<file path="config.mk">
export PLATFORM = sky130hd
export DESIGN_NAME = cmd_fetch
export DESIGN_NICKNAME = d
export VERILOG_FILES = /design/src/rtl/cmd_fetch.sv
export SDC_FILE = /design/constraint.sdc
export NUM_CORES = 1
export LEC_CHECK = 0
export ABC_AREA = 1
export CORE_ASPECT_RATIO = 0.8
export CORE_MARGIN = 1.5
export CORE_UTILIZATION = 35
export CTS_CLUSTER_SIZE = 12
export DETAILED_ROUTE_END_ITERATION = 10
export GPL_TIMING_DRIVEN = 0
export SETUP_SLACK_MARGIN = 0.05
export SYNTH_ARGS = -nofsm -noshare
export SYNTH_HDL_FRONTEND = slang
export SYNTH_SLANG_ARGS = --single-unit
export TNS_END_PERCENT = 50
</file>
<file path="constraint.sdc">
create_clock -name clk -period 1.79 [get_ports clk]
set_clock_uncertainty 0.2 [all_clocks]
set_input_delay 0.179 -clock clk [delete_from_list [all_inputs] [get_ports clk]]
set_output_delay 0.179 -clock clk [all_outputs]
set_load 0.02 [all_outputs]
</file>
<file path="src/rtl/cmd_fetch.sv">
// -----------------------------------------------------------------------------
// cmd_fetch: command prefetch stage between cmd_mem and the decode sequencer.
//
// The memory side walks fetch_pc and issues one request at a time to cmd_mem
// over a level request / done pulse handshake. Returned words are stored,
// tagged with their address, in a small FIFO. The consumer side hands one
// command per in_fetch request as a single-cycle out_fetch pulse. A redirect
// flushes the FIFO and restarts fetching at redirect_adr. A request that is
// still in flight is allowed to finish, but its data is dropped.
//
// Ports:
//   clk, rst_n            clock, asynchronous active-low reset
//   in_fetch / out_fetch  consumer request level / delivery pulse
//   cmd_out, pc_out       delivered command and its address
//   redirect              one-cycle jump request, redirect_adr = target
//   in_cmd_mem, adr_cmd   request to cmd_mem and its address
//   cmd, out_cmd_mem      returned word and done pulse from cmd_mem
//   count, empty          FIFO occupancy and empty flag
// -----------------------------------------------------------------------------
module cmd_fetch #(
    parameter int ADR_W     = 4,
    parameter int CMD_W     = 16,
    parameter int DEPTH     = 4,
    parameter int RESET_ADR = 0
) (
    input  logic                       clk,
    input  logic                       rst_n,
    input  logic                       in_fetch,
    output logic                       out_fetch,
    output logic [CMD_W-1:0]           cmd_out,
    output logic [ADR_W-1:0]           pc_out,
    input  logic                       redirect,
    input  logic [ADR_W-1:0]           redirect_adr,
    output logic                       in_cmd_mem,
    output logic [ADR_W-1:0]           adr_cmd,
    input  logic [CMD_W-1:0]           cmd,
    input  logic                       out_cmd_mem,
    output logic [$clog2(DEPTH+1)-1:0] count,
    output logic                       empty
);

    localparam int CNT_W = $clog2(DEPTH + 1);
    localparam int PTR_W = $clog2(DEPTH);

    typedef enum logic [1:0] {
        ST_IDLE  = 2'd0,
        ST_REQ   = 2'd1,
        ST_DRAIN = 2'd2,
        ST_GAP   = 2'd3
    } state_t;

    state_t               state_r;
    state_t               state_s;
    logic [ADR_W-1:0]     fetch_pc_r;
    logic [ADR_W-1:0]     fetch_pc_s;
    logic                 req_r;
    logic                 req_s;
    logic [ADR_W-1:0]     adr_r;
    logic [ADR_W-1:0]     adr_s;
    logic                 push_s;
    logic                 pop_s;

    logic [CMD_W-1:0]     fifo_cmd_r [DEPTH];
    logic [ADR_W-1:0]     fifo_pc_r  [DEPTH];
    logic [PTR_W-1:0]     wr_ptr_r;
    logic [PTR_W-1:0]     rd_ptr_r;
    logic [CNT_W-1:0]     count_r;
    logic [CNT_W-1:0]     count_s;
    logic                 empty_r;

    logic                 out_fetch_r;
    logic [CMD_W-1:0]     cmd_out_r;
    logic [ADR_W-1:0]     pc_out_r;

    // Memory-side next state: request issue, hold, drain and gap sequencing.
    always_comb begin
        state_s = state_r;
        req_s   = req_r;
        adr_s   = adr_r;
        push_s  = 1'b0;
        case (state_r)
            ST_IDLE: begin
                if (redirect) begin
                    // FIFO is flushed on this edge, so space is guaranteed.
                    state_s = ST_REQ;
                    req_s   = 1'b1;
                    adr_s   = redirect_adr;
                end else if (count_r < CNT_W'(DEPTH)) begin
                    state_s = ST_REQ;
                    req_s   = 1'b1;
                    adr_s   = fetch_pc_r;
                end else begin
                    state_s = ST_IDLE;
                end
            end
            ST_REQ: begin
                if (out_cmd_mem) begin
                    state_s = ST_GAP;
                    req_s   = 1'b0;
                    push_s  = ~redirect;
                end else if (redirect) begin
                    // Address stays put; the old request must finish first.
                    state_s = ST_DRAIN;
                end else begin
                    state_s = ST_REQ;
                end
            end
            ST_DRAIN: begin
                if (out_cmd_mem) begin
                    state_s = ST_GAP;
                    req_s   = 1'b0;
                end else begin
                    state_s = ST_DRAIN;
                end
            end
            ST_GAP: begin
                state_s = ST_IDLE;
            end
            default: begin
                state_s = ST_IDLE;
                req_s   = 1'b0;
                adr_s   = fetch_pc_r;
            end
        endcase
    end

    // Fetch address, consumer pop and FIFO occupancy next values.
    always_comb begin
        if (redirect) begin
            fetch_pc_s = redirect_adr;
        end else if (push_s) begin
            fetch_pc_s = fetch_pc_r + ADR_W'(1);
        end else begin
            fetch_pc_s = fetch_pc_r;
        end

        // No delivery on back-to-back cycles, and none on a flushing edge.
        pop_s = in_fetch & ~empty_r & ~out_fetch_r & ~redirect;

        if (redirect) begin
            count_s = CNT_W'(0);
        end else if (push_s && !pop_s) begin
            count_s = count_r + CNT_W'(1);
        end else if (pop_s && !push_s) begin
            count_s = count_r - CNT_W'(1);
        end else begin
            count_s = count_r;
        end
    end

    // FSM state register.
    always_ff @(posedge clk or negedge rst_n) begin
        if (!rst_n) begin
            state_r <= ST_IDLE;
        end else begin
            state_r <= state_s;
        end
    end

    // Memory request outputs and fetch address registers.
    always_ff @(posedge clk or negedge rst_n) begin
        if (!rst_n) begin
            req_r      <= 1'b0;
            adr_r      <= ADR_W'(0);
            fetch_pc_r <= ADR_W'(RESET_ADR);
        end else begin
            req_r      <= req_s;
            adr_r      <= adr_s;
            fetch_pc_r <= fetch_pc_s;
        end
    end

    // FIFO storage: each entry holds the command and the address it came from.
    always_ff @(posedge clk or negedge rst_n) begin
        if (!rst_n) begin
            for (int i = 0; i < DEPTH; i++) begin
                fifo_cmd_r[i] <= CMD_W'(0);
                fifo_pc_r[i]  <= ADR_W'(0);
            end
        end else if (push_s) begin
            fifo_cmd_r[wr_ptr_r] <= cmd;
            fifo_pc_r[wr_ptr_r]  <= adr_r;
        end else begin
            fifo_cmd_r[wr_ptr_r] <= fifo_cmd_r[wr_ptr_r];
            fifo_pc_r[wr_ptr_r]  <= fifo_pc_r[wr_ptr_r];
        end
    end

    // FIFO pointers, occupancy and empty flag; redirect flushes everything.
    always_ff @(posedge clk or negedge rst_n) begin
        if (!rst_n) begin
            wr_ptr_r <= PTR_W'(0);
            rd_ptr_r <= PTR_W'(0);
            count_r  <= CNT_W'(0);
            empty_r  <= 1'b1;
        end else if (redirect) begin
            wr_ptr_r <= PTR_W'(0);
            rd_ptr_r <= PTR_W'(0);
            count_r  <= CNT_W'(0);
            empty_r  <= 1'b1;
        end else begin
            wr_ptr_r <= push_s ? wr_ptr_r + PTR_W'(1) : wr_ptr_r;
            rd_ptr_r <= pop_s  ? rd_ptr_r + PTR_W'(1) : rd_ptr_r;
            count_r  <= count_s;
            empty_r  <= (count_s == CNT_W'(0));
        end
    end

    // Consumer outputs: one-cycle pulse, data held until the next delivery.
    always_ff @(posedge clk or negedge rst_n) begin
        if (!rst_n) begin
            out_fetch_r <= 1'b0;
            cmd_out_r   <= CMD_W'(0);
            pc_out_r    <= ADR_W'(0);
        end else if (pop_s) begin
            out_fetch_r <= 1'b1;
            cmd_out_r   <= fifo_cmd_r[rd_ptr_r];
            pc_out_r    <= fifo_pc_r[rd_ptr_r];
        end else begin
            out_fetch_r <= 1'b0;
            cmd_out_r   <= cmd_out_r;
            pc_out_r    <= pc_out_r;
        end
    end

    assign out_fetch  = out_fetch_r;
    assign cmd_out    = cmd_out_r;
    assign pc_out     = pc_out_r;
    assign in_cmd_mem = req_r;
    assign adr_cmd    = adr_r;
    assign count      = count_r;
    assign empty      = empty_r;

endmodule

</file>
==> key figures, run 1 <==
Status
  – Status: complete, but fails checks
  – Failing checks: setup timing

Final layout
  – Final nets: 892
  – Share of cells above drive strength 1: 0.219
  – Fillers: 1,712
  – Ant. Diodes: 0
  – Area grow syn2layout: 33.7%
  – Non-Filler Instances: 1,093

Timing
  – Setup TNS: -0.455 ns
  – Slew @ Worst Pin: 0.749 ns
  – Fin. Hold Viols: 0
  – Final setup margin: -0.0325 ns
  – F_max: 549 MHz
  – Hold WS: 0.143 ns
  – Final setup fails: 35
  – Final min period: 1.82 ns
  – Final Cycle Share: 1.02
  – Slew headroom: 0.501
  – Count of pins over their slew limit: 0
  – RSZ-0062 raised after global routing: true

CTS
  – Clock latency on the worst-skew pair: 0.44 ns
  – Num CTS Buffers: 17
  – Longest Clk Path Bufs: 2
  – Total clock sinks: 120
  – Root Driver: clkbuf_16
  – Worst-path clk slew: 0.06 ns
  – Clock tree from TritonCTS: yes
  – H-Tree Depth: 4

Logic synthesis
  – Mapped Avg Cell Area: 8.17 µm²
  – Syn Nets: 802
  – Dominant cell type by area after synthesis: dfrtp_1
  – Mapped cell area: 6250 µm²
  – Area share of the largest cell type after synthesis: 0.477
  – Area contributors post-synth: dfrtp_1 (48%), nand3_1 (8.7%), o21ai_0 (6.7%), inv_1 (6.1%), o21ai_1 (5.8%)
  – Register area share after synthesis: 0.481
  – YS warnings: 0
  – Post-synthesis cell count: 765
  – Yosys reg bits: 120
  – Post-synth cell types: 27

Min path
  – Hold Crit Class: in -> reg
  – Worst Hold Launch: redirect_adr[1]
  – Hold Path Sink: adr_cmd[1]$_DFFE_PN0P_
  – Hold path cells: 3

Pwr
  – Leakage power: 3.79 nW
  – Cell Pwr Density: 1730 nW/µm²
  – Maximum vdd drop: 0.853 mV

Worst setup path
  – Arrival time at the worst endpoint: 1.92 ns
  – Crit Path Max Fanout: 10
  – Setup crit start kind: register
  – R2R Setup Slk: -0.03 ns
  – R2R cell count: 9
  – Crit end category: register
  – Worst reg2reg endpoint: fifo_cmd_r[7]$_DFFE_PN0P_
  – Worst Path Required: 1.88 ns
  – CP Class: reg -> reg

Global routing
  – Largest net degree at the start of global routing: 96
  – Initial antenna violation count: 0
  – Global Route Usage Sum: 0.226
  – First-pass GRT wire length: 31.8 mm
  – Total grt overflow: 0
  – Vias in the first global route: 5,581

Place
  – Number of I/O port buffers: 54
  – Placed insts: 1,045
  – Final GP Congestion: 0.811
  – Final HPWL DP: 12.8 mm

Detailed routing
  – Antenna Violating Nets Remaining: 0
  – Detailed Routing Iterations Pass 1: 5
  – Remaining DRCs: 0
  – Vias per cell: 5.42
  – Vias: 5,921
  – Avg WL per Cell: 18.6 µm
  – Starting DRT DRC Count: 434
  – DRT Wirelength: 20.3 mm

Floorplan
  – Die Y: 123 µm
  – Die Wd: 152 µm
  – Die area: 18,700 µm²
  – Core area: 17,400 µm²
  – Top Ports: 55
  – Starting Density: 0.358
  – Number of cell rows: 43

Job
  – Max-Cap Viols: 0
-- final cells by class --
type | instances | area, µm² | area share
flip-flops and latches | 120 | 3010 | 0.360
well taps | 225 | 282 | 0.0337
repair buffers | 71 | 698 | 0.0835
multi-input cells | 491 | 2980 | 0.357
plain buffers | 50 | 385 | 0.0461
inverters | 104 | 404 | 0.0484
clock buffers | 19 | 453 | 0.0542
clock inverters | 13 | 146 | 0.0175
-- placed cells by master, fill, tap and decap left out, types with 3 or more instances in the layout --
cell	instances
nor2_1	25
clkdlybuf4s50_1	23
clkbuf_16	18
ha_1	9
a21oi_1	65
nand3_1	61
dfrtp_1	117
o211ai_1	23
o21ai_0	82
nand3_2	46
dlygate4sd2_1	30
clkbuf_2	15
buf_6	6
clkbuf_8	6
buf_4	17
o21ai_1	62
ha_4	3
clkinvlp_4	3
o21ai_2	12
buf_8	3
or2_4	18
nand2_2	3
clkinv_4	6
buf_2	10
a31oi_1	22
inv_1	99
nand2_1	49
-- report_power, final --
part / internal (mW) / switching [mW] / total [mW]
Clock: 2.13 / 1.34 / 3.47
Sequential: 4.04 / 0.727 / 4.76
Combinational: 2.36 / 3.83 / 6.19
-- synth_stat cells (all sizes together) --
library cell    n
clkinv          1
ha             12
or2            18
o21ai         156
nand3         108
dfrtp         119
o22ai           1
a31oi          22
clkbuf         26
dfstp           1
o211ai         23
a21boi          1
buf            24
xor2            1
a21oi          66
nor2           27
nor3            2
nand2          53
nand3b          1
inv           103
-- worst max-delay path by stage --
stage | from | end | slack, ns | depth (start not counted)
after floorplan | wr_ptr_r[1]$_DFFE_PN0P_ | fifo_cmd_r[32]$_DFFE_PN0P_ | 0.06 | 6
after global placement | rst_n | async pin | -4.65 | 1
after detailed placement | wr_ptr_r[1]$_DFFE_PN0P_ | fifo_pc_r[8]$_DFFE_PN0P_ | -0.67 | 5
after CTS | register | fifo_cmd_r[8]$_DFFE_PN0P_ | -0.06 | 9
after global routing | register | fifo_cmd_r[6]$_DFFE_PN0P_ | -0.09 | 9
final | register | fifo_cmd_r[7]$_DFFE_PN0P_ | -0.03 | 9
-- cells by family after synthesis --
kind of cell | count (synthesis) | share of synthesized area
DFF | 120 | 0.481
AOI/OAI and AO/OA | 269 | 0.230
adders and majority gates | 12 | 0.0240
xor gates and xnor gates | 1 | 0.00140
and+or+nand+nor | 209 | 0.166
buffers and inverters | 154 | 0.0977
-- worst max-delay path: stages, from the launching register on --
cell and delay, ns:
dfrtp_1 0.40, inv_2 0.08, ha_4 0.16, nand2_4 0.07, nor2_8 0.14, inv_6 0.07
buf_12 0.15, or2_4 0.25, nand3_1 0.08, o21ai_1 0.07
-- timing repair --
item / 4_1_cts / 5_1_grt
hold endpoints to repair: 119 / 0
setup endpoints to repair: 139 / 204
hold buffers: 2 / 0
resized for setup: 125 / 70
pin swaps: 8 / 25
buffers inserted: 7 / 5
cloned: 1 / 1
-- stage by stage --
step	total power, mW	util	area, µm²	setup WS [ns]
2_1_floorplan	8.28	-	6260	0.0617
3_3_place_gp	10.2	0.406	7080	-4.65
3_5_place_dp	10.2	0.408	7110	-0.675
4_1_cts	14.0	0.464	8100	-0.0565
5_1_grt	15.4	0.479	8360	-0.0886
6_report	14.4	0.479	8360	-0.0325
-- registers in the layout, indices dropped and copies added, names as in the netlist, named ones only --
name        flops
out_fetch       1
empty           1
adr_cmd         4
in_cmd_mem      1
pc_out          4
wr_ptr_r        2
state_r         1
rd_ptr_r        2
fifo_cmd_r     64
fifo_pc_r      16
fetch_pc_r      4
cmd_out        16
count           3
-- per-layer routing --
metal / part of all wire / global-route usage / up-vias
li1: - / - / 2801
met1: 0.48 / 0.322 / 2876
met2: 0.44 / 0.335 / 212
met3: 0.065 / 0.0501 / 32
met4: 0.020 / 0.0813 / 0
met5: 0 / 0 / -
Power figures use the tool's default switching activity.
==> run 2, diff against run 1 <==
- clock period: 1.79 -> 2.11 ns (I/O delays scaled with it)
==> run 2 against run 1 <==
Net effect:
- the flow now finishes without violations
- cell count decreased by 1.4%
- routed wire length fell by 4.6%
- combinational power is 24% lower
- via count fell by 2.9%
- critical endpoint is now fifo_cmd_r[11]$_DFFE_PN0P_
==> key figures, run 2 (synthesis results as in run 1) <==
Status
  – Status: complete, no violations (was complete, but fails checks)

Worst setup path
  – CP Class: reg -> reg (unchanged)
  – R2R Setup Slk: 0.15 ns (was -0.03 ns)
  – Worst reg2reg endpoint: fifo_cmd_r[11]$_DFFE_PN0P_ (was fifo_cmd_r[7]$_DFFE_PN0P_)
  – Crit end category: register (unchanged)
  – R2R cell count: 6 (was 9)
  – Setup crit start kind: register (unchanged)
  – R2r startpoint: wr_ptr_r[0]$_DFFE_PN0P_
  – Arrival time at the worst endpoint: 2.11 ns (was 1.92 ns)
  – Crit Path Max Fanout: 10 (unchanged)
  – Worst Path Required: 2.26 ns (was 1.88 ns)

CTS
  – Longest Clk Path Bufs: 2 (unchanged)
  – Total clock sinks: 120 (unchanged)
  – Num CTS Buffers: 17 (unchanged)
  – Worst-path clk slew: 0.06 ns (about the same)
  – Root Driver: clkbuf_16 (unchanged)
  – Clock tree from TritonCTS: yes (unchanged)
  – Clock latency on the worst-skew pair: 0.43 ns (was 0.44 ns)
  – H-Tree Depth: 4 (unchanged)

Detailed routing
  – Avg WL per Cell: 17.9 µm (was 18.6 µm)
  – Vias per cell: 5.33 (was 5.42)
  – Vias: 5,748 (was 5,921)
  – Remaining DRCs: 0 (unchanged)
  – Detailed Routing Iterations Pass 1: 5 (unchanged)
  – Antenna Violating Nets Remaining: 0 (unchanged)
  – Starting DRT DRC Count: 460 (was 434)
  – DRT Wirelength: 19.4 mm (was 20.3 mm)

Final layout
  – Largest register FFs: 64 (unchanged)
  – Ant. Diodes: 0 (unchanged)
  – Most frequent cells in the layout: dfrtp_1 (119), nand3_1 (107), inv_1 (100) (was dfrtp_1 (117), inv_1 (99), o21ai_0 (82))
  – Area grow syn2layout: 23.3% (was 33.7%)
  – Share of cells above drive strength 1: 0.104 (was 0.219)
  – Fillers: 1,775 (was 1,712)
  – Final nets: 877 (was 892)
  – Leading cell type in the layout, fill and taps excluded: dfrtp_1 (unchanged)
  – Reg with most FFs: fifo_cmd_r (unchanged)
  – Non-Filler Instances: 1,078 (was 1,093)

Global routing
  – Largest net degree at the start of global routing: 97 (was 96)
  – First-pass GRT wire length: 30.7 mm (was 31.8 mm)
  – Total grt overflow: 0 (unchanged)
  – Vias in the first global route: 5,483 (was 5,581)
  – Global Route Usage Sum: 0.216 (was 0.226)
  – Initial antenna violation count: 0 (unchanged)

Floorplan
  – Die Wd: 152 µm (unchanged)
  – Core area: 17,400 µm² (unchanged)
  – Top Ports: 55 (unchanged)
  – Number of cell rows: 43 (unchanged)
  – Die Y: 123 µm (unchanged)
  – Die area: 18,700 µm² (unchanged)
  – Starting Density: 0.358 (unchanged)

Min path
  – Hold Crit Class: in -> async (was in -> reg)

Pwr
  – Leakage power: 3.44 nW (was 3.79 nW)
  – Combinational Power Share: 0.408 (was 0.429)
  – Cell Pwr Density: 1490 nW/µm² (was 1730 nW/µm²)
  – Net Sw Frac: 0.407 (was 0.409)
  – Sw Pwr: 4.67 mW (was 5.90 mW)
  – Clock power share: 0.238 (was 0.241)
  – Power Total: 11.5 mW (was 14.4 mW)
  – Register share of total power: 0.353 (was 0.330)
  – Maximum vdd drop: 0.767 mV (was 0.853 mV)
  – Internal: 6.81 mW (was 8.53 mW)

Timing
  – Setup TNS: 0 ns (was -0.455 ns)
  – Slew headroom: 0.513 (was 0.501)
  – Count of pins over their slew limit: 0 (unchanged)
  – Final setup fails: 0 (was 35)
  – F_max: 509 MHz (was 549 MHz)
  – Slew @ Worst Pin: 0.731 ns (was 0.749 ns)
  – Final min period: 1.96 ns (was 1.82 ns)
  – Fin. Hold Viols: 0 (unchanged)
  – Final Cycle Share: 0.930 (was 1.02)
  – RSZ-0062 raised after global routing: true (unchanged)

Place
  – Number of I/O port buffers: 54 (unchanged)
  – Final GP Congestion: 0.844 (was 0.811)
  – Final HPWL DP: 12.7 mm (was 12.8 mm)
  – Placed insts: 1,045 (unchanged)

Job
  – Max-Cap Viols: 0 (unchanged)
## run 2: routing by layer
| layer | GRT usage | vias up | share of wire |
|---|---|---|---|
| met5 | 0 | - | 0 |
| met4 | 0.0710 | 0 | 0.014 |
| met3 | 0.0491 | 27 | 0.067 |
| met2 | 0.318 | 213 | 0.43 |
| met1 | 0.314 | 2745 | 0.49 |
| li1 | - | 2763 | - |
## run 2: how the worst max path moves through the flow
stage / startpoint / end / slack (ns) / cells past startpoint
finish: wr_ptr_r[0]$_DFFE_PN0P_ / fifo_cmd_r[11]$_DFFE_PN0P_ / 0.15 / 6
global route: wr_ptr_r[1]$_DFFE_PN0P_ / fifo_pc_r[11]$_DFFE_PN0P_ / 0.03 / 5
CTS: register / fifo_cmd_r[6]$_DFFE_PN0P_ / 0.05 / 9
detailed placement: wr_ptr_r[1]$_DFFE_PN0P_ / fifo_pc_r[12]$_DFFE_PN0P_ / -0.36 / 5
global placement: rst_n / async pin / -4.38 / 1
floorplan: register / fifo_cmd_r[40]$_DFFE_PN0P_ / 0.31 / 9
## run 2: final cells by class
class                           instances  area [µm²]  share of cell area
Multi-Input combinational cell        491        2650               0.344
Buffer                                 50         238              0.0308
Tap cell                              225         282              0.0365
Clock buffer                           17         425              0.0552
Sequential cell                       120        3000               0.390
Timing Repair Buffer                   56         579              0.0752
Clock inverter                         15         131              0.0170
Inverter                              104         393              0.0510
## run 2: power groups by stage
| stage | sequential, mW | combinational, mW | clock [mW] |
|---|---|---|---|
| 5_1_grt | 4.20 | 5.25 | 2.90 |
| 2_1_floorplan | 4.22 | 2.78 | 0 |
| 3_5_place_dp | 4.07 | 4.61 | 0 |
| 3_3_place_gp | 4.06 | 4.55 | 0 |
| 4_1_cts | 4.04 | 4.65 | 2.79 |
| 6_report | 4.06 | 4.69 | 2.74 |
## run 2: repair_timing
| action | in CTS | in global routing |
|---|---|---|
| hold endpoints to repair | 119 | 0 |
| resized for setup | 15 | 6 |
| hold buffers | 1 | 0 |
| setup endpoints to repair | 76 | 82 |
| buffers inserted | 0 | 0 |
## run 2: critical path, cell delays in order, from the launching register on
cell and delay, ns:
dfrtp_1 0.37, buf_2 0.19, clkbuf_1 0.54, o211ai_1 0.19, nand3_1 0.19, nand3_1 0.09, o21ai_1 0.11
## run 2: through the flow
step / utilization / hold WS, ns / worst slack (ns) / cell area [µm²]
6_report: 0.442 / 0.00844 / 0.147 / 7710
4_1_cts: 0.441 / 0.0109 / 0.0463 / 7690
3_5_place_dp: 0.407 / -0.103 / -0.363 / 7100
5_1_grt: 0.442 / 0.0181 / 0.0304 / 7710
3_3_place_gp: 0.406 / 0.302 / -4.38 / 7070
2_1_floorplan: - / -0.285 / 0.305 / 6250
==> run 3, diff against run 2 <==
- clock period: 2.11 -> 1.8 ns (I/O delays scaled with it)
==> run 3 against run 2 <==
Net effect:
- the flow now finishes with violations (setup timing)
- fmax rose by 6.2%
- sequential share of layout area fell by 3.1 points
- first-iteration DRC count rose by 28%
- utilization rose by 3.9 points
- power rose by 23%
- die area did not move
- final area rose by 8.7%
- cell count rose by 1.1%
- hold slack improved by 0.13 ns
- non-clock buffer count rose by 12
- worst setup slack got worse by 0.20 ns
==> key figures, run 3 (synthesis results as in run 1) <==
Pwr
  – Combinational Power Share: 0.434 (was 0.408)
  – Internal: 8.31 mW (was 6.81 mW)
  – Cell Pwr Density: 1690 nW/µm² (was 1490 nW/µm²)
  – Register share of total power: 0.334 (was 0.353)
  – Maximum vdd drop: 0.743 mV (was 0.767 mV)
  – Net Sw Frac: 0.414 (was 0.407)
  – Leakage power: 3.75 nW (was 3.44 nW)
  – Sw Pwr: 5.87 mW (was 4.67 mW)
  – Clock power share: 0.232 (was 0.238)
  – Power Total: 14.2 mW (was 11.5 mW)

Timing
  – Count of pins over their slew limit: 0 (unchanged)
  – Final setup margin: -0.0482 ns (was 0.147 ns)
  – Final min period: 1.85 ns (was 1.96 ns)
  – Final setup fails: 32 (was 0)
  – Fin. Hold Viols: 0 (unchanged)
  – Final Cycle Share: 1.03 (was 0.930)
  – F_max: 541 MHz (was 509 MHz)
  – Slew @ Worst Pin: 0.760 ns (was 0.731 ns)
  – RSZ-0062 raised after global routing: true (unchanged)
  – Slew headroom: 0.494 (was 0.513)

Detailed routing
  – Antenna Violating Nets Remaining: 0 (unchanged)
  – Detailed Routing Iterations Pass 1: 5 (unchanged)
  – Vias: 5,989 (was 5,748)
  – Remaining DRCs: 0 (unchanged)
  – Vias per cell: 5.49 (was 5.33)
  – DRT Wirelength: 20.4 mm (was 19.4 mm)
  – Starting DRT DRC Count: 587 (was 460)
  – Avg WL per Cell: 18.7 µm (was 17.9 µm)

Floorplan
  – Top Ports: 55 (unchanged)
  – Die Wd: 152 µm (unchanged)
  – Core area: 17,400 µm² (unchanged)
  – Number of cell rows: 43 (unchanged)
  – Die Y: 123 µm (unchanged)
  – Die area: 18,700 µm² (unchanged)
  – Starting Density: 0.358 (unchanged)

Worst setup path
  – CP Class: reg -> reg (unchanged)
  – Setup crit start kind: register (unchanged)
  – Crit Path Max Fanout: 6 (was 10)
  – R2R cell count: 9 (was 6)
  – Arrival time at the worst endpoint: 1.94 ns (was 2.11 ns)
  – Crit end category: register (unchanged)
  – Worst Path Required: 1.89 ns (was 2.26 ns)

CTS
  – H-Tree Depth: 4 (unchanged)
  – Clock latency on the worst-skew pair: 0.43 ns (about the same)
  – Num CTS Buffers: 17 (unchanged)
  – Worst-path clk slew: 0.06 ns (about the same)
  – Root Driver: clkbuf_16 (unchanged)
  – Total clock sinks: 120 (unchanged)
  – Longest Clk Path Bufs: 2 (unchanged)
  – Clock tree from TritonCTS: yes (unchanged)

Place
  – Final HPWL DP: 12.8 mm (was 12.7 mm)
  – Dpl ws: -0.628 ns (was -0.363 ns)
  – Placed insts: 1,045 (unchanged)
  – Number of I/O port buffers: 54 (unchanged)
  – Final GP Congestion: 0.829 (was 0.844)

Final layout
  – Ant. Diodes: 0 (unchanged)
  – Largest register FFs: 64 (unchanged)
  – Area grow syn2layout: 34.1% (was 23.3%)
  – Final nets: 889 (was 877)
  – Non-Filler Instances: 1,090 (was 1,078)
  – Share of cells above drive strength 1: 0.232 (was 0.104)
  – Leading cell type in the layout, fill and taps excluded: dfrtp_1 (unchanged)
  – Reg with most FFs: fifo_cmd_r (unchanged)
  – Most frequent cells in the layout: dfrtp_1 (118), inv_1 (99), o21ai_0 (83) (was dfrtp_1 (119), nand3_1 (107), inv_1 (100))

Status
  – Status: complete, but fails checks (was complete, no violations)
  – Failing checks: setup timing

Global routing
  – First-pass GRT wire length: 32.4 mm (was 30.7 mm)
  – Initial antenna violation count: 0 (unchanged)
  – Largest net degree at the start of global routing: 70 (was 97)
  – Total grt overflow: 0 (unchanged)
  – Global Route Usage Sum: 0.229 (was 0.216)
  – Vias in the first global route: 5,796 (was 5,483)

Job
  – Max-Cap Viols: 0 (unchanged)

Min path
  – Hold Crit Class: in -> async (unchanged)
-- run 3: cell count changes in the layout (fill, tap and decap cells not counted), moves of 7 or more --
cell,change
dlygate4sd2_1,+30
nand3_1,-74
nand3_2,+74
buf_4,+14
clkdlybuf4s50_1,-30
clkbuf_1,-11
clkbuf_8,+7
-- run 3: layout make-up --
| cell class | count | area, µm² |
|---|---|---|
| timing repair buffer | 68 | 676 |
| inverter | 104 | 404 |
| tap | 225 | 282 |
| buffer | 50 | 373 |
| fill | 1691 | 9050 |
| multi-input combinational | 491 | 3070 |
| clock inverter | 11 | 98.8 |
| sequential | 120 | 3010 |
| clock buffer | 21 | 470 |
-- run 3: layer usage --
layer  routed length [µm]  GRT usage  vias to the layer above
met1                 9770      0.326                     2906
met2                 8710      0.333                      249
met5                    0          0                        -
met3                 1490     0.0600                       40
met4                  412     0.0856                        0
li1                     -          -                     2794
-- run 3: power by group through the flow --
stage	Combinational, mW	Clock [mW]	Sequential (mW)
floorplan	3.28	0	4.95
global placement	5.34	0	4.76
detailed placement	5.42	0	4.76
CTS	5.90	3.31	4.72
global route	6.79	3.44	4.90
finish	6.15	3.29	4.74
-- run 3: path summary, 6_finish.rpt --
path	endpoint	slack, ns
min in group clk	adr_cmd[1]$_DFFE_PN0P_	0.16
min	cmd_out[5]$_DFFE_PN0P_	0.14
max reg2reg	fifo_cmd_r[3]$_DFFE_PN0P_	-0.05
max	fifo_cmd_r[3]$_DFFE_PN0P_	-0.05
max in group asynchronous	adr_cmd[2]$_DFFE_PN0P_	0.55
min reg2reg	in_cmd_mem$_DFFE_PN0P_	0.31
-- run 3: timing repair --
action	CTS	global route
buffers inserted	8	2
setup endpoints to repair	143	111
resized for setup	161	41
hold buffers	1	0
gates cloned	2	0
pin swaps	11	5
hold endpoints to repair	67	0
-- run 3: through the flow --
| step | util | setup TNS (ns) | hold slack [ns] | instance area (µm²) |
|---|---|---|---|---|
| after detailed placement | 0.408 | -41.97 | 0.0429 | 7110 |
| after CTS | 0.473 | -1.17 | 0.160 | 8250 |
| after floorplan | - | 0 | -0.316 | 6260 |
| after global placement | 0.406 | -595.87 | 0.301 | 7080 |
| final | 0.481 | -0.654 | 0.141 | 8380 |
| after global routing | 0.481 | -4.64 | 0.190 | 8380 |
-- run 3: critical path, cell delays in order (launching register included) --
cell and delay (ns):
dfrtp_1 0.40, inv_2 0.08, ha_4 0.14, nand2_4 0.07, nor2_8 0.16, inv_8 0.08, buf_16 0.15, or2_4 0.25
nand3_1 0.11, o21ai_1 0.07
